===== src/rtl/mem_loader.sv =====
`timescale 1ns/1ps
`default_nettype none
// ============================================================================
// Module      : mem_loader
// Description : Boot loader that turns a byte stream into IMEM/DMEM word
//               writes and holds the core in reset until a GO byte arrives.
//               Define MEM_LOADER_CHECKSUM_EN for per-frame trailing checksum.
// Revision    : 1.0 - initial release
// ============================================================================
module mem_loader #(
    parameter int IMEM_SIZE_IN_BYTES = 2048,
    parameter int DMEM_SIZE_IN_BYTES = 2048
) (
    input  logic        clk,
    input  logic        reset,
    input  logic        in_valid,
    input  logic [7:0]  in_data,
    output logic        in_ready,
    output logic        wr_en,
    output logic        wr_sel,
    output logic [31:0] wr_addr,
    output logic [31:0] wr_data,
    output logic        core_reset,
    output logic        done,
    output logic        error
);

    localparam logic [16:0] c_imem_words = 17'(IMEM_SIZE_IN_BYTES / 4);
    localparam logic [16:0] c_dmem_words = 17'(DMEM_SIZE_IN_BYTES / 4);
    localparam logic [7:0]  c_cmd_imem   = 8'h49;
    localparam logic [7:0]  c_cmd_dmem   = 8'h44;
    localparam logic [7:0]  c_cmd_go     = 8'h47;

    typedef enum logic [3:0] {
        S_IDLE,
        S_ADDR0,
        S_ADDR1,
        S_LEN0,
        S_LEN1,
        S_DATA,
        S_WRITE,
        S_RUN,
        S_ERROR
`ifdef MEM_LOADER_CHECKSUM_EN
        , S_CSUM
`endif
    } state_t;

    state_t      r_state;
    state_t      w_next;

    logic        r_sel;
    logic [15:0] r_index;
    logic [15:0] r_count;
    logic [7:0]  r_len_lo;
    logic [1:0]  r_byte_cnt;
    logic [23:0] r_word;
    logic [15:0] r_wr_index;
    logic [31:0] r_wr_data;

    logic        w_accept;
    logic [15:0] w_len;
    logic [16:0] w_end;
    logic [16:0] w_depth;
    logic        w_range_ok;

    assign w_accept   = in_valid && in_ready;
    assign w_len      = {in_data, r_len_lo};
    // 17-bit sum so a start index near 0xFFFF cannot wrap past the check
    assign w_end      = {1'b0, r_index} + {1'b0, w_len};
    assign w_depth    = r_sel ? c_dmem_words : c_imem_words;
    assign w_range_ok = (w_end <= w_depth);

`ifdef MEM_LOADER_CHECKSUM_EN
    logic [7:0]  r_sum;
    logic [7:0]  w_sum_next;
    assign w_sum_next = r_sum + in_data;
    localparam state_t c_frame_end = S_CSUM;
`else
    localparam state_t c_frame_end = S_IDLE;
`endif

    always_ff @(posedge clk or negedge reset) begin
        if (!reset) begin
            r_state <= S_IDLE;
        end else begin
            r_state <= w_next;
        end
    end

    always_comb begin
        w_next = r_state;
        case (r_state)
            S_IDLE: begin
                if (w_accept) begin
                    if (in_data == c_cmd_imem || in_data == c_cmd_dmem) begin
                        w_next = S_ADDR0;
                    end else if (in_data == c_cmd_go) begin
                        w_next = S_RUN;
                    end else begin
                        w_next = S_ERROR;
                    end
                end
            end
            S_ADDR0: if (w_accept) w_next = S_ADDR1;
            S_ADDR1: if (w_accept) w_next = S_LEN0;
            S_LEN0:  if (w_accept) w_next = S_LEN1;
            S_LEN1: begin
                if (w_accept) begin
                    if (!w_range_ok) begin
                        w_next = S_ERROR;
                    end else if (w_len == 16'd0) begin
                        w_next = c_frame_end;
                    end else begin
                        w_next = S_DATA;
                    end
                end
            end
            S_DATA:  if (w_accept && r_byte_cnt == 2'd3) w_next = S_WRITE;
            S_WRITE: w_next = (r_count != 16'd1) ? S_DATA : c_frame_end;
`ifdef MEM_LOADER_CHECKSUM_EN
            S_CSUM: begin
                if (w_accept) begin
                    w_next = (w_sum_next == 8'h00) ? S_IDLE : S_ERROR;
                end
            end
`endif
            S_RUN:   w_next = S_RUN;
            S_ERROR: w_next = S_ERROR;
            default: w_next = S_ERROR;
        endcase
    end

    always_ff @(posedge clk or negedge reset) begin
        if (!reset) begin
            r_sel      <= 1'b0;
            r_index    <= 16'd0;
            r_count    <= 16'd0;
            r_len_lo   <= 8'd0;
            r_byte_cnt <= 2'd0;
            r_word     <= 24'd0;
            r_wr_index <= 16'd0;
            r_wr_data  <= 32'd0;
`ifdef MEM_LOADER_CHECKSUM_EN
            r_sum      <= 8'd0;
`endif
        end else if (r_state == S_WRITE) begin
            r_index <= r_index + 16'd1;
            r_count <= r_count - 16'd1;
        end else if (w_accept) begin
`ifdef MEM_LOADER_CHECKSUM_EN
            r_sum <= (r_state == S_IDLE) ? in_data : w_sum_next;
`endif
            case (r_state)
                S_IDLE: begin
                    if (in_data == c_cmd_imem || in_data == c_cmd_dmem) begin
                        r_sel <= (in_data == c_cmd_dmem);
                    end
                end
                S_ADDR0: r_index[7:0]  <= in_data;
                S_ADDR1: r_index[15:8] <= in_data;
                S_LEN0:  r_len_lo      <= in_data;
                S_LEN1: begin
                    r_count    <= w_len;
                    r_byte_cnt <= 2'd0;
                end
                S_DATA: begin
                    r_byte_cnt <= r_byte_cnt + 2'd1;
                    case (r_byte_cnt)
                        2'd0: r_word[7:0]   <= in_data;
                        2'd1: r_word[15:8]  <= in_data;
                        2'd2: r_word[23:16] <= in_data;
                        default: begin
                            // Output registers only move when a word completes
                            r_wr_data  <= {in_data, r_word};
                            r_wr_index <= r_index;
                        end
                    endcase
                end
                default: ;
            endcase
        end
    end

    assign in_ready   = (r_state != S_WRITE);
    assign wr_en      = (r_state == S_WRITE);
    assign wr_sel     = r_sel;
    assign wr_addr    = {14'd0, r_wr_index, 2'b00};
    assign wr_data    = r_wr_data;
    assign core_reset = (r_state != S_RUN);
    assign done       = (r_state == S_RUN);
    assign error      = (r_state == S_ERROR);

endmodule
`default_nettype wire


===== config.mk =====
export PLATFORM = sky130hd
export DESIGN_NAME = mem_loader
export DESIGN_NICKNAME = d
export VERILOG_FILES = /design/src/rtl/mem_loader.sv
export SDC_FILE = /design/constraint.sdc
export NUM_CORES = 1
export LEC_CHECK = 0
export ABC_AREA = 1
export BUFFER_PORTS_ARGS = -buffer_cell sky130_fd_sc_hd__buf_2
export CELL_PAD_IN_SITES_DETAIL_PLACEMENT = 2
export CELL_PAD_IN_SITES_GLOBAL_PLACEMENT = 2
export CORE_MARGIN = 10
export CORE_UTILIZATION = 32
export DETAILED_ROUTE_END_ITERATION = 10
export MAX_ROUTING_LAYER = met4
export PLACE_DENSITY_LB_ADDON = 0.1
export REMOVE_ABC_BUFFERS = 1
export SKIP_CTS_REPAIR_TIMING = 1
export SLEW_MARGIN = 10
export SYNTH_ARGS = -nofsm -noshare
export SYNTH_HDL_FRONTEND = slang
export SYNTH_SLANG_ARGS = --single-unit

===== constraint.sdc =====
create_clock -name clk -period 2.02 [get_ports clk]
set_input_delay 0.101 -clock clk [delete_from_list [all_inputs] [get_ports clk]]
set_output_delay 0.101 -clock clk [all_outputs]
set_load 0.02 [all_outputs]

# Word-level counts from Yosys, hierarchy flattened
# Cells that the tools add are included.
[word_totals] out_inout_bits=70 inputBits=11 word_cells=85 register_bits=119
[op_classes] reduce_logical=23 n_bitwise=2 order_cmp=1 n_addsub=4 n_mux=20 n_eq_ne=23
[ops] cell="16-bit two-way mux" n=5
[ops] cell="4-bit two-way mux" n=9
[ops] cell="4-bit one-hot mux with 8 select lines" n=1
[ops] cell="8-bit by 7-bit equality test with 1-bit output, second input constant" n=3
[ops] cell="4-bit AND reduction" n=5
[ops] cell="16-bit by 16-bit adder with 17-bit output" n=1
[ops] cell="17-bit by 10-bit <= comparator with 1-bit output, second input constant" n=1
[ops] cell="16-bit by 1-bit adder with 16-bit output, second input constant" n=1
[ops] cell="4-bit by 3-bit equality test with 1-bit output, second input constant" n=4
[ops] cell="16-bit zero test" n=1
[ops] cell="8-bit two-way mux" n=2
[ops] cell="16-bit by 1-bit != test with 1-bit output, second input constant" n=1
[ops] cell="16-bit by 1-bit subtractor with 16-bit output, second input constant" n=1
[ops] cell="2-bit != test, second input constant" n=6
[ops] cell="2-bit nonzero test" n=5
[ops] cell="4-bit by 2-bit equality test with 1-bit output, second input constant" n=2
[ops] cell="4-bit by 3-bit != test with 1-bit output, second input constant" n=2
[ops] cell="3-bit two-way mux" n=2
[ops] cell="2-bit AND reduction" n=3
[ops] cell="3-bit AND reduction" n=2
[ops] cell="6-bit AND reduction" n=1
[ops] cell="2-bit equality test, second input constant" n=2
[ops] cell="4-bit by 1-bit equality test with 1-bit output, second input constant" n=1
[ops] cell="4-bit equality test, second input constant" n=1
[ops] cell="9 further kinds" n=11

# Longest topological paths before layout
# Gate-level depths: netlist (run 1).
[depth] ltp_word=5 depth_mapped=17 mapped_depth_nobuf=17

# Worst setup path before layout (run 1)
# OpenSTA, ideal clock, no wires.
[synth_path] path_type="register to register" start="reg r_index[0]" end="reg r_state[3]" setup_time_ps=117 period_less_slack_ps=2127 path_slack_ps=-107 required_time_ps=1903 n_path_buf=0 stages_incl_launch_ff=17 arrival_ps=2010 path_cell_list="dfrtp_1 > ha_1 > fa_1 > nand2_1 > nand2_1 > nand3_1 > nand2_1 > nand3_1 > nand2_1 > nand2_1 > nand2_1 > nor2_1 > nand3_1 > nand2_1 > o21ai_0 > nand2_1 > nand2_1"
[synth_between] elab_chain_cells=5
[synth_rtl] item="start, declared" line_no="53" rtl="logic [15:0] r_index;"
[synth_rtl] item="start signal, assigned" line_no="148" rtl="r_index <= r_index + 16'd1;"
[synth_rtl] item="start signal, assigned" line_no="160" rtl="S_ADDR0: r_index[7:0] <= in_data;"
[synth_rtl] item="16-bit by 16-bit adder with 17-bit output" line_no="70" rtl="assign w_end = {1'b0, r_index} + {1'b0, w_len};"
[synth_rtl] item="17-bit by 10-bit <= comparator with 1-bit output" line_no="72" rtl="assign w_range_ok = (w_end <= w_depth);"
[synth_rtl] item="4-bit two-way mux" line_no="110" rtl="if (!w_range_ok) begin"
[synth_rtl] item="4-bit two-way mux" line_no="109" rtl="if (w_accept) begin"
[synth_rtl] item="4-bit one-hot mux with 8 select lines" line_no="93" rtl="case (r_state)"
[synth_rtl] item="end signal, assigned" line_no="87" rtl="r_state <= w_next;"
[synth_rtl] item="end, declared" line_no="49" rtl="state_t r_state;"
# Every way passes these cells. The select of a mux whose other input is x is not followed.
# A chain may end at the register's enable or synchronous reset.

# Worst setup path after layout (run 1)
[layout_path] start="reg r_index[0]" end="reg r_state[0]"
# The elaborated chain is that of the path after synthesis.

==> results of run 1 <==
## state kept, by name, summed over array words and instances (netlist names)
signal	flops
r_byte_cnt	2
r_count	16
r_index	16
r_len_lo	8
r_state	4
r_word	24
r_wr_index	16
wr_data	32
wr_sel	1
## worst max-delay path by stage
stage | start | endpoint | slack, ns | cells past startpoint
6_report | r_index[0]$_DFFE_PN0P_ | r_state[0]$_DFFE_PN0P_ | -0.47 | 16
5_1_grt | r_index[0]$_DFFE_PN0P_ | r_state[0]$_DFFE_PN0P_ | -0.62 | 16
4_1_cts | r_index[0]$_DFFE_PN0P_ | r_state[0]$_DFFE_PN0P_ | -0.52 | 15
3_5_place_dp | r_index[0]$_DFFE_PN0P_ | r_state[2]$_DFFE_PN0P_ | -0.45 | 15
3_3_place_gp | r_index[0]$_DFFE_PN0P_ | r_state[3]$_DFFE_PN0P_ | -0.28 | 17
2_1_floorplan | r_state[1]$_DFFE_PN0P_ | r_count[13]$_DFFE_PN0P_ | -0.29 | 8
## through the flow
stage	utilization (%)	power, W	hold slack (ns)	instances
4_1_cts	40.8	0.00585	-0.458	1269
5_1_grt	41.8	0.00603	0.103	1277
3_5_place_dp	38.0	0.00277	-0.00606	1238
6_report	41.8	0.00579	0.0698	1277
2_1_floorplan	-	0.00257	-0.195	817
3_3_place_gp	38.0	0.00276	-0.0111	1238
## kinds of logic after synthesis
family	share of synthesized area, %
AOI/OAI and AO/OA	12.1
DFF	43.5
and+or+nand+nor	23.3
muxes	5.92
xor gates and xnor gates	1.15
adders and majority gates	4.67
buffers and inverters	9.30
other	0.0547
## worst max-delay path, cell delays in order (launching register included)
cell     delay (ns)
dfrtp_1        0.39
ha_2           0.21
fa_2           0.42
buf_6          0.13
inv_2          0.04
nand2_1        0.04
nand2_1        0.05
nand2_1        0.06
a21oi_2        0.12
nand3_2        0.10
nor2_2         0.11
nand3_1        0.09
nand2_2        0.09
nand4_1        0.18
nand3_1        0.16
nand2_1        0.10
nand2_1        0.12
## per-layer routing
| layer | GRT usage, % | vias to the layer above |
|---|---|---|
| met2 | 32.6 | 109 |
| met1 | 21.6 | 3234 |
| li1 | - | 3017 |
| met4 | 4.31 | 0 |
| met3 | 3.53 | 24 |
| met5 | - | - |
## where the power goes
part / switching (W) / leakage [nW] / internal (W)
Clock: 0.00120 / 0.280 / 0.00186
Combinational: 0.000245 / 2.82 / 0.000104
Sequential: 0.00000182 / 1.56 / 0.00239
Total: 0.00144 / 4.66 / 0.00435
## cell type report
type,instances,area (sq um),share of cell area [%]
multi-input combinational,593,3430,39.1
timing repair buffer,154,1050,11.9
clock inverter,13,145,1.65
inverter,105,398,4.53
tap,275,344,3.92
sequential,119,2980,33.9
clock buffer,18,439,5.00
## placed cells by master, fill, tap and decap left out, types with 4 or more instances in the layout
cell,instances
nand2_1,212
dfrtp_1,119
inv_1,99
buf_4,84
o21ai_0,79
buf_2,63
nor2_1,48
nand3_1,36
a21oi_1,32
mux2_4,27
ha_1,20
clkbuf_16,17
conb_1,16
o21ai_1,15
nand4_1,12
xor2_1,9
nor2_2,8
nor3_1,8
nand3_2,6
a31oi_1,6
inv_2,5
nor2_4,5
nor4_1,5
o211ai_1,5
inv_6,5
clkinvlp_4,4
or2_2,4
==> out/results.tsv, run 1 <==
stage	metric	value	unit
synthesis	avgSynthCellArea	8.18	sq um
hold_path	holdCritStartpoint	in_valid	
finish	fin_nets	1026	
synthesis	ys_warn_count	0	
clocking	cts.sinks	119	
worst_setup_path	timing.critical_path.fanout_max	2	
synthesis	yosys-top-cells-area	dfrtp_1, nand2_1, mux2_4	
finish	diodes	0	
synthesis	synth_top_cell_by_area	dfrtp_1	
placement	port_buffers	64	
placement	place.gp.congestion	0.899	
global_route	grt_max_degree	53	
synthesis	syn_area	6850	sq um
placement	dpl.hpwl	19.5	mm
floorplanning	die_h	166	um
worst_setup_path	worst-r2r-setup-slack	-0.47	ns
run	drv_cap	0	
worst_setup_path	reg2reg_depth	16	
drt	vias	6384	
timing	slew_violations	0	
worst_setup_path	required	2.37	ns
drt	via_per_inst	5.00	
synthesis	yosysSeqAreaShare	43.5	%
drt	drt-initial-drc-count	305	
finish	syn2layout_area_growth	28.3	%
worst_setup_path	r2r-start	r_index[0]$_DFFE_PN0P_	
worst_setup_path	crit_path_end_kind	flop	
hold_path	hold_class	in2reg	
timing	finalSetupTns	-1.35	ns
pwr	power_leakage	4.66	nW
timing	finalCritPeriodShare	123	%
clocking	cts_made_buffers	17	
synthesis	synth_cell_type_count	46	
drt	postRouteAntennaNets	0	
finish	drive_gt1_share	26.1	%
drt	wl_per_cell	19.8	um
synthesis	async_flop_share	100	%
clocking	clockBufferDepth	2	
synthesis	synth-edff-count	0	
global_route	grt_pass1_wl	40.4	mm
clocking	cts_tree	done	
hold_path	whs_endpoint	r_byte_cnt[0]$_DFFE_PN0P_	
drt	highest_layer	met4	
status	status	finished, violations left	
drt	wl_met3	935	um
floorplanning	dieArea	27700	sq um
drt	dr.pass1.iters	4	
drt	met2_length	13.3	mm
placement	post_dp_cell_area	7990	sq um
timing	worst_clock_skew	0.00944	ns
placement	pre_cts_slack	-0.453	ns
worst_setup_path	crit_type	reg2reg	
timing	rsz0062_at_grt	yes	
drt	drt_drc_violations_left	0	
finish	nFillCells	2356	
timing	fin_crit	2.49	ns
clocking	clk-insertion-delay-late	0.42	ns
floorplanning	die_w	166	um
timing	hold_violations	0	
synthesis	synth_seq_cells	119	
synthesis	ys.flop_type	dfrtp_1	
floorplanning	std_cell_rows	53	
pwr	vdd_drop_max	449	uV
synthesis	synthMostInstantiatedCell	nand2_1	
floorplanning	initial_core_util	32.6	%
synthesis	syn_inst	838	
worst_setup_path	r2r_end	r_state[0]$_DFFE_PN0P_	
synthesis	synth_common_cells	nand2_1, dfrtp_1, inv_1, o21ai_0, nor2_1	
worst_setup_path	worstPathArrival	2.84	ns
timing	slew_headroom	61.8	%
global_route	grt_pass1_vias	7168	
clocking	htreeDepth	4	
timing	setup_violations	4	
timing	tightest_slew	0.569	ns
clocking	root_buffer	clkbuf_16	
worst_setup_path	cp-start-kind	flop	
pwr	power.density	659	nW/um^2
floorplanning	ios	81	
clocking	path_clk_slew	0.06	ns
timing	setup_slack	-0.468	ns
floorplanning	core	21000	sq um
drt	met1_length	10.8	mm
global_route	grt_usage	18.6	%
global_route	antenna_found_initial	0	
timing	clock.fmax	0.402	GHz
drt	totalWireLength	25.3	mm
hold_path	hold_depth	4	
synthesis	synth_top_area_share	43.5	%
global_route	overflow	0	
status	violations	negative setup slack	
finish	final_cell_area	8790	sq um
Power figures use the tool's default switching activity.
==> run 2, diff against run 1 <==
--- a/config.mk
+++ b/config.mk
@@ -13,7 +13,7 @@
 export CORE_UTILIZATION = 32
 export DETAILED_ROUTE_END_ITERATION = 10
 export MAX_ROUTING_LAYER = met4
-export PLACE_DENSITY_LB_ADDON = 0.1
+export PLACE_DENSITY = 0.76
 export REMOVE_ABC_BUFFERS = 1
 export SKIP_CTS_REPAIR_TIMING = 1
 export SLEW_MARGIN = 10
==> run 2 against run 1 <==
Net effect:
- the run still ends with negative setup slack left
- register-to-register slack improved by 0.19 ns
- total power is 2.3% higher
- first-iteration DRC count up 25%
- die area unchanged
- utilization is 1.5 points higher
- cell area grew 3.5%
- wire length up 11%
- via count rose by 2.5%
- cell count up 0.63%
==> out/results.tsv, run 2 (synthesis results as in run 1) <==
stage	metric	value	unit	change
clocking	clk-insertion-delay-late	0.45	ns	was 0.42 ns
status	status	finished, violations left		unchanged
worst_setup_path	worstPathArrival	2.67	ns	was 2.84 ns
drt	drt-initial-drc-count	381		was 305
drt	postRouteAntennaNets	0		unchanged
timing	finalCritPeriodShare	114	%	was 123%
finish	syn2layout_area_growth	32.7	%	was 28.3%
pwr	seqPwrFrac	40.3	%	was 41.2%
hold_path	holdCritStartpoint	in_valid		unchanged
timing	clock.fmax	0.436	GHz	was 0.402 GHz
placement	placedCellCount	1239		was 1238
run	drv_cap	0		unchanged
clocking	htreeDepth	4		unchanged
floorplanning	std_cell_rows	53		unchanged
global_route	grt_usage	19.3	%	was 18.6%
worst_setup_path	cp-start-kind	flop		unchanged
drt	drt_drc_violations_left	0		unchanged
worst_setup_path	worst-r2r-setup-slack	-0.28	ns	was -0.47 ns
timing	slew_violations	0		unchanged
floorplanning	die_w	166	um	unchanged
clocking	cts.sinks	119		unchanged
worst_setup_path	r2r_end	r_state[2]$_DFFE_PN0P_		was r_state[0]$_DFFE_PN0P_
floorplanning	ios	81		unchanged
worst_setup_path	startpoint	r_index[0]$_DFFE_PN0P_		unchanged
pwr	vdd_drop_max	710	uV	was 449 uV
timing	worst_clock_skew	0.0165	ns	was 0.00944 ns
pwr	share_clk_of_total_power	53.0	%	was 52.7%
placement	port_buffers	64		unchanged
placement	pre_cts_slack	-0.422	ns	was -0.453 ns
pwr	power.density	651	nW/um^2	was 659 nW/um^2
finish	largest_reg_flops	32		unchanged
finish	final_cell_area	9090	sq um	was 8790 sq um
placement	post_dp_cell_area	7980	sq um	was 7990 sq um
clocking	cts_tree	done		unchanged
finish	fin_nets	1033		was 1026
finish	final_cell_mix	nand2_1, dfrtp_1, inv_1, buf_4, o21ai_0		unchanged
worst_setup_path	required	2.40	ns	was 2.37 ns
drt	vias	6541		was 6384
global_route	antenna_found_initial	0		unchanged
clocking	cts_made_buffers	17		unchanged
timing	rsz0062_at_grt	yes		unchanged
global_route	grt_pass1_vias	7131		was 7168
pwr	comb_power_share	6.7	%	was 6.0%
pwr	internal_power	0.00425	W	was 0.00435 W
floorplanning	die_h	166	um	unchanged
drt	dr.pass1.iters	5		was 4
finish	regArea	2980	sq um	about the same
global_route	grt_max_degree	57		was 53
clocking	clockBufferDepth	2		unchanged
finish	stdcell_count	1285		was 1277
timing	fin_crit	2.30	ns	was 2.49 ns
worst_setup_path	r2r-start	r_index[0]$_DFFE_PN0P_		unchanged
finish	drive_gt1_share	31.1	%	was 26.1%
finish	nFillCells	2338		was 2356
floorplanning	initial_core_util	32.6	%	unchanged
pwr	p_sw_share	28.2	%	was 24.9%
placement	dpl.hpwl	19.4	mm	was 19.5 mm
timing	setup_violations	6		was 4
timing	slew_headroom	67.3	%	was 61.8%
global_route	grt_pass1_wl	41.6	mm	was 40.4 mm
pwr	power_leakage	4.73	nW	was 4.66 nW
clocking	path_clk_slew	0.06	ns	about the same
pwr	p_switching	0.00167	W	was 0.00144 W
global_route	overflow	0		unchanged
worst_setup_path	timing.critical_path.fanout_max	5		was 2
drt	via_per_inst	5.09		was 5.00
floorplanning	core	21000	sq um	unchanged
worst_setup_path	crit_path_end_kind	flop		unchanged
status	violations	negative setup slack		unchanged
finish	diodes	0		unchanged
worst_setup_path	reg2reg_depth	13		was 16
drt	totalWireLength	28.1	mm	was 25.3 mm
finish	multi_input_area	3700	sq um	was 3430 sq um
timing	hold_violations	0		unchanged
hold_path	whs_endpoint	r_byte_cnt[1]$_DFFE_PN0P_		was r_byte_cnt[0]$_DFFE_PN0P_
timing	setup_slack	-0.275	ns	was -0.468 ns
worst_setup_path	crit_type	reg2reg		unchanged
timing	tightest_slew	0.487	ns	was 0.569 ns
hold_path	hold_class	in2reg		unchanged
floorplanning	dieArea	27700	sq um	unchanged
placement	place.gp.congestion	0.884		was 0.899
clocking	root_buffer	clkbuf_16		unchanged
finish	layout_commonest_cell	nand2_1		unchanged
hold_path	hold_depth	4		unchanged
drt	wl_per_cell	21.9	um	was 19.8 um
[run 2: cell types whose count changed in the layout (fill, tap and decap cells not counted), sizes merged]
cell / before / now
inv: 109 / 114
clkbuf: 18 / 17
bufinv: 2 / 1
clkinvlp: 4 / 2
buf: 153 / 160
[run 2: cell type report]
| class | count | share of cell area [%] |
|---|---|---|
| well taps | 275 | 3.78 |
| multi-input cells | 593 | 40.7 |
| repair buffers | 161 | 12.0 |
| flip-flops and latches | 119 | 32.8 |
| clock buffers | 17 | 4.68 |
| clock inverters | 15 | 1.71 |
| inverters | 105 | 4.37 |
[run 2: critical path, cell delays in order, from the launching register on]
cell and delay [ns]:
dfrtp_1 0.42, ha_4 0.19, fa_2 0.36, nand2_2 0.11, nand2_4 0.10, nand4_1 0.20
nand3_1 0.12, nand2_1 0.08, nand3_1 0.09, nor2_2 0.12, nand4_1 0.18, nand3_1 0.14
nand2_1 0.06, nand2_1 0.07
[run 2: stage by stage]
stage	total power, W	setup TNS, ns	hold WS, ns	utilization, %
floorplan	0.00257	-3.54	-0.195	-
global placement	0.00276	-0.808	0.0424	38.0
detailed placement	0.00277	-1.54	0.0469	38.0
CTS	0.00592	-1.80	-0.433	40.7
global route	0.00611	-2.35	0.0764	43.3
finish	0.00592	-1.07	0.0379	43.3
[run 2: worst max-delay path by stage]
| stage | end | slack (ns) |
|---|---|---|
| finish | r_state[2]$_DFFE_PN0P_ | -0.28 |
| CTS | r_state[0]$_DFFE_PN0P_ | -0.43 |
| detailed placement | r_state[3]$_DFFE_PN0P_ | -0.42 |
| global placement | r_state[3]$_DFFE_PN0P_ | -0.26 |
| global route | r_state[2]$_DFFE_PN0P_ | -0.43 |
| floorplan | r_count[13]$_DFFE_PN0P_ | -0.29 |
[run 2: power by group through the flow]
stage	registers (W)	logic [W]	clock network, W
final	0.00239	0.000395	0.00314
after global routing	0.00239	0.000436	0.00329
after CTS	0.00239	0.000345	0.00319
after detailed placement	0.00243	0.000340	0
after global placement	0.00243	0.000329	0
after floorplan	0.00243	0.000142	0
[run 2: routing by layer]
metal | up-vias | GRT usage [%] | routed length, um | part of all wire (%)
met1 | 3330 | 23.5 | 12200 | 43
met3 | 35 | 3.55 | 1020 | 3.6
met4 | 0 | 5.04 | 547 | 1.9
li1 | 3034 | - | - | -
met2 | 142 | 32.3 | 14300 | 51
met5 | - | - | 0 | 0
==> run 3, diff against run 2 <==
--- a/config.mk
+++ b/config.mk
@@ -5,15 +5,14 @@
 export SDC_FILE = /design/constraint.sdc
 export NUM_CORES = 1
 export LEC_CHECK = 0
-export ABC_AREA = 1
-export BUFFER_PORTS_ARGS = -buffer_cell sky130_fd_sc_hd__buf_2
 export CELL_PAD_IN_SITES_DETAIL_PLACEMENT = 2
 export CELL_PAD_IN_SITES_GLOBAL_PLACEMENT = 2
 export CORE_MARGIN = 10
-export CORE_UTILIZATION = 32
+export CORE_UTILIZATION = 37
 export DETAILED_ROUTE_END_ITERATION = 10
+export DONT_BUFFER_PORTS = 1
 export MAX_ROUTING_LAYER = met4
-export PLACE_DENSITY = 0.76
+export PLACE_DENSITY = 0.75
 export REMOVE_ABC_BUFFERS = 1
 export SKIP_CTS_REPAIR_TIMING = 1
 export SLEW_MARGIN = 10
==> run 3 against run 2 <==
Net effect:
- the run ends with negative hold slack, negative setup slack left
- non-clock buffer count fell by 45
- synthesized cell count fell by 25%
- count of clock-buffer cells in the layout rose by 1
- total power fell by 1.5%
- clock skew fell by 0.00065 ns
- first-iteration DRC count rose by 41%
- worst hold slack got worse by 0.68 ns
- critical path depth fell by 4
- via count fell by 7.1%
- critical path type unchanged
==> out/results.tsv, run 3 <==
stage	metric	value	unit	change
status	status	finished, violations left		unchanged
status	violations	negative hold slack, negative setup slack		was negative setup slack
worst_setup_path	worst-path-buf-inv	0		unchanged
synthesis	yosysSeqAreaShare	45.8	%	was 43.5%
finish	largest_reg_flops	32		unchanged
finish	finish.utilization	47.7	%	was 43.3%
finish	nFillCells	1755		was 2338
worst_setup_path	cp-start-kind	flop		unchanged
floorplanning	std_cell_rows	48		was 53
timing	setup_slack	-1.02	ns	was -0.275 ns
finish	fin_nets	770		was 1033
global_route	grt_usage	24.3	%	was 19.3%
clocking	clockBufferDepth	2		unchanged
synthesis	ys.flop_type	dfrtp_1		unchanged
floorplanning	die_h	153	um	was 166 um
drt	postRouteAntennaNets	0		unchanged
finish	drive_gt1_share	34.1	%	was 31.1%
worst_setup_path	path_common_cell	a2111oi_4		
worst_setup_path	required	2.36	ns	was 2.40 ns
worst_setup_path	worstPathArrival	3.38	ns	was 2.67 ns
finish	final_cell_mix	dfrtp_1, buf_4, mux2_2, a21oi_1, nand2_1		was nand2_1, dfrtp_1, inv_1, buf_4, o21ai_0
clocking	cts.sinks	119		unchanged
worst_setup_path	path_delay_family	compound AO/OA/AOI/OAI gates		was simple AND/OR/NAND/NOR gates
timing	fin_crit	3.04	ns	was 2.30 ns
worst_setup_path	timing.critical_path.fanout_max	4		was 5
floorplanning	dieArea	23300	sq um	was 27700 sq um
floorplanning	initial_core_util	37.6	%	was 32.6%
drt	wl_per_cell	33.9	um	was 21.9 um
worst_setup_path	critical_path_cell_count	9		was 13
global_route	grt_max_degree	120		was 57
drt	drt-initial-drc-count	538		was 381
worst_setup_path	crit_path_end_kind	flop		unchanged
synthesis	synth-edff-count	0		unchanged
timing	slew_headroom	48.2	%	was 67.3%
global_route	grt_pass1_vias	6659		was 7131
finish	layout_commonest_cell	dfrtp_1		was nand2_1
worst_setup_path	endpoint	r_state[2]$_DFFE_PN0P_		unchanged
timing	timing.hold.ws	-0.645	ns	was 0.0379 ns
worst_setup_path	path_cells	ha_2 > fa_2 > a211oi_4 > o21ai_4 > a2111oi_4 > o21bai_2 > a2111oi_4 > nand4_1 > a211oi_2		was ha_4 > fa_2 > nand2_2 > nand2_4 > nand4_1 > nand3_1 > nand2_1 > nand3_1 > nor2_2 > nand4_1 > nand3_1 > nand2_1 > nand2_1
timing	finalCritPeriodShare	151	%	was 114%
pwr	power.density	707	nW/um^2	was 651 nW/um^2
floorplanning	core	17300	sq um	was 21000 sq um
timing	finalSetupTns	-3.47	ns	was -1.07 ns
clocking	clk-insertion-delay-late	0.44	ns	was 0.45 ns
worst_setup_path	r2r-start	r_len_lo[0]$_DFFE_PN0P_		was r_index[0]$_DFFE_PN0P_
synthesis	syn_area	6510	sq um	was 6850 sq um
timing	slew_violations	0		unchanged
global_route	grt_pass1_wl	42.9	mm	was 41.6 mm
timing	rsz0062_at_grt	yes		unchanged
global_route	overflow	0		unchanged
finish	syn2layout_area_growth	26.8	%	was 32.7%
pwr	power_leakage	3.86	nW	was 4.73 nW
pwr	vdd_drop_max	924	uV	was 710 uV
worst_setup_path	critPathMaxStageDelay	0.47	ns	was 0.42 ns
clocking	root_buffer	clkbuf_16		unchanged
drt	drt_drc_violations_left	0		unchanged
run	drv_cap	0		unchanged
drt	via_per_inst	6.24		was 5.09
worst_setup_path	startpoint	r_len_lo[0]$_DFFE_PN0P_		was r_index[0]$_DFFE_PN0P_
worst_setup_path	crit_slowest_cell	a2111oi_4		was dfrtp_1
finish	final_cell_area	8250	sq um	was 9090 sq um
synthesis	synth_top_area_share	45.8	%	was 43.5%
floorplanning	die_w	153	um	was 166 um
clocking	cts_made_buffers	17		unchanged
synthesis	yosys-top-cells-area	dfrtp_1, mux2_2, ha_1		was dfrtp_1, nand2_1, mux2_4
timing	worst_clock_skew	0.0159	ns	was 0.0165 ns
synthesis	synth_top_cell_by_area	dfrtp_1		unchanged
drt	dr.pass1.iters	5		unchanged
clocking	htreeDepth	4		unchanged
clocking	path_clk_slew	0.07	ns	was 0.06 ns
worst_setup_path	r2r_end	r_state[2]$_DFFE_PN0P_		unchanged
timing	tightest_slew	0.775	ns	was 0.487 ns
synthesis	avgSynthCellArea	10.3	sq um	was 8.18 sq um
drt	totalWireLength	33.0	mm	was 28.1 mm
synthesis	synth_common_cells	dfrtp_1, mux2_2, nor2_1, a21oi_1, nand2_1		was nand2_1, dfrtp_1, inv_1, o21ai_0, nor2_1
synthesis	syn_inst	632		was 838
synthesis	synthMostInstantiatedCell	dfrtp_1		was nand2_1
drt	vias	6076		was 6541
timing	clock.fmax	0.328	GHz	was 0.436 GHz
placement	post_dp_cell_area	7390	sq um	was 7980 sq um
clocking	cts_tree	done		unchanged
timing	setup_violations	13		was 6
placement	place.gp.congestion	0.907		was 0.884
floorplanning	ios	81		unchanged
synthesis	synth_cell_type_count	62		was 46
worst_setup_path	reg2reg_depth	9		was 13
synthesis	synth_seq_cells	119		unchanged
placement	port_buffers	0		was 64
worst_setup_path	worst-r2r-setup-slack	-1.02	ns	was -0.28 ns
synthesis	async_flop_share	100	%	unchanged
synthesis	ys_warn_count	0		unchanged
timing	hold_violations	120		was 0
worst_setup_path	crit_type	reg2reg		unchanged
placement	dpl.hpwl	16.7	mm	was 19.4 mm
hold_path	hold_class	in2async		was in2reg
global_route	antenna_found_initial	1		was 0
## run 3: worst min-delay path by stage
stage | endpoint | startpoint | cells past startpoint
6_report | r_word[17]$_DFFE_PN0P_ | reset | 0
5_1_grt | wr_data[28]$_DFFE_PN0P_ | reset | 0
4_1_cts | r_index[6]$_DFFE_PN0P_ | reset | 0
3_5_place_dp | wr_data[19]$_DFFE_PN0P_ | reset | 0
3_3_place_gp | wr_data[19]$_DFFE_PN0P_ | reset | 0
2_1_floorplan | r_byte_cnt[0]$_DFFE_PN0P_ | reset | 0
## run 3: metrics by stage
step	power, W	setup slack (ns)	instances
after floorplan	0.00260	-1.22	599
after global placement	0.00268	-0.819	923
after detailed placement	0.00270	-0.903	923
after CTS	0.00572	-1.10	955
after global routing	0.00593	-1.08	973
final	0.00583	-1.02	973
## run 3: layout make-up
class / instances / area [sq um] / share of cell area (%)
antenna: 1 / 2.50 / 0.0303
tap: 225 / 282 / 3.41
clock inverter: 14 / 124 / 1.50
timing repair buffer: 116 / 945 / 11.4
multi-input combinational: 467 / 3430 / 41.6
clock buffer: 18 / 439 / 5.32
sequential: 119 / 2980 / 36.1
inverter: 13 / 52.6 / 0.637
## run 3: where the power goes
group / switching, W / internal (W)
logic: 0.000207 / 0.000118
registers: 0.0000178 / 0.00240
clock network: 0.00136 / 0.00173
total: 0.00159 / 0.00424
## run 3: cell families (layout without fill, tap and decap cells)
family / Yosys count / count (layout) / share of synthesized area, %
AO/OA/AOI/OAI: 167 / 167 / 17.5
XOR/XNOR: 5 / 5 / 0.673
adder cells (fa/ha/maj): 25 / 25 / 4.92
buffers and inverters: 61 / 161 / 4.61
flip-flops: 119 / 119 / 45.8
multiplexers: 83 / 83 / 14.3
other: 1 / 17 / 0.0576
AND/OR/NAND/NOR: 171 / 171 / 12.2
## run 3: worst register-to-register path, delay by kind of cell, from the launching register on
family | cells | cell delay (ns)
flip-flops | 1 | 0.40
adder cells (fa/ha/maj) | 2 | 0.63
AND/OR/NAND/NOR | 1 | 0.21
AO/OA/AOI/OAI | 6 | 1.71
## run 3: routing by layer
metal  wire length (um)  GRT usage, %  share of wire [%]
met3               2230          6.21                6.8
met2              16600          41.9                 50
met4               1850          12.4                5.6
met1              12300          25.3                 37
met5                  0             -                  0
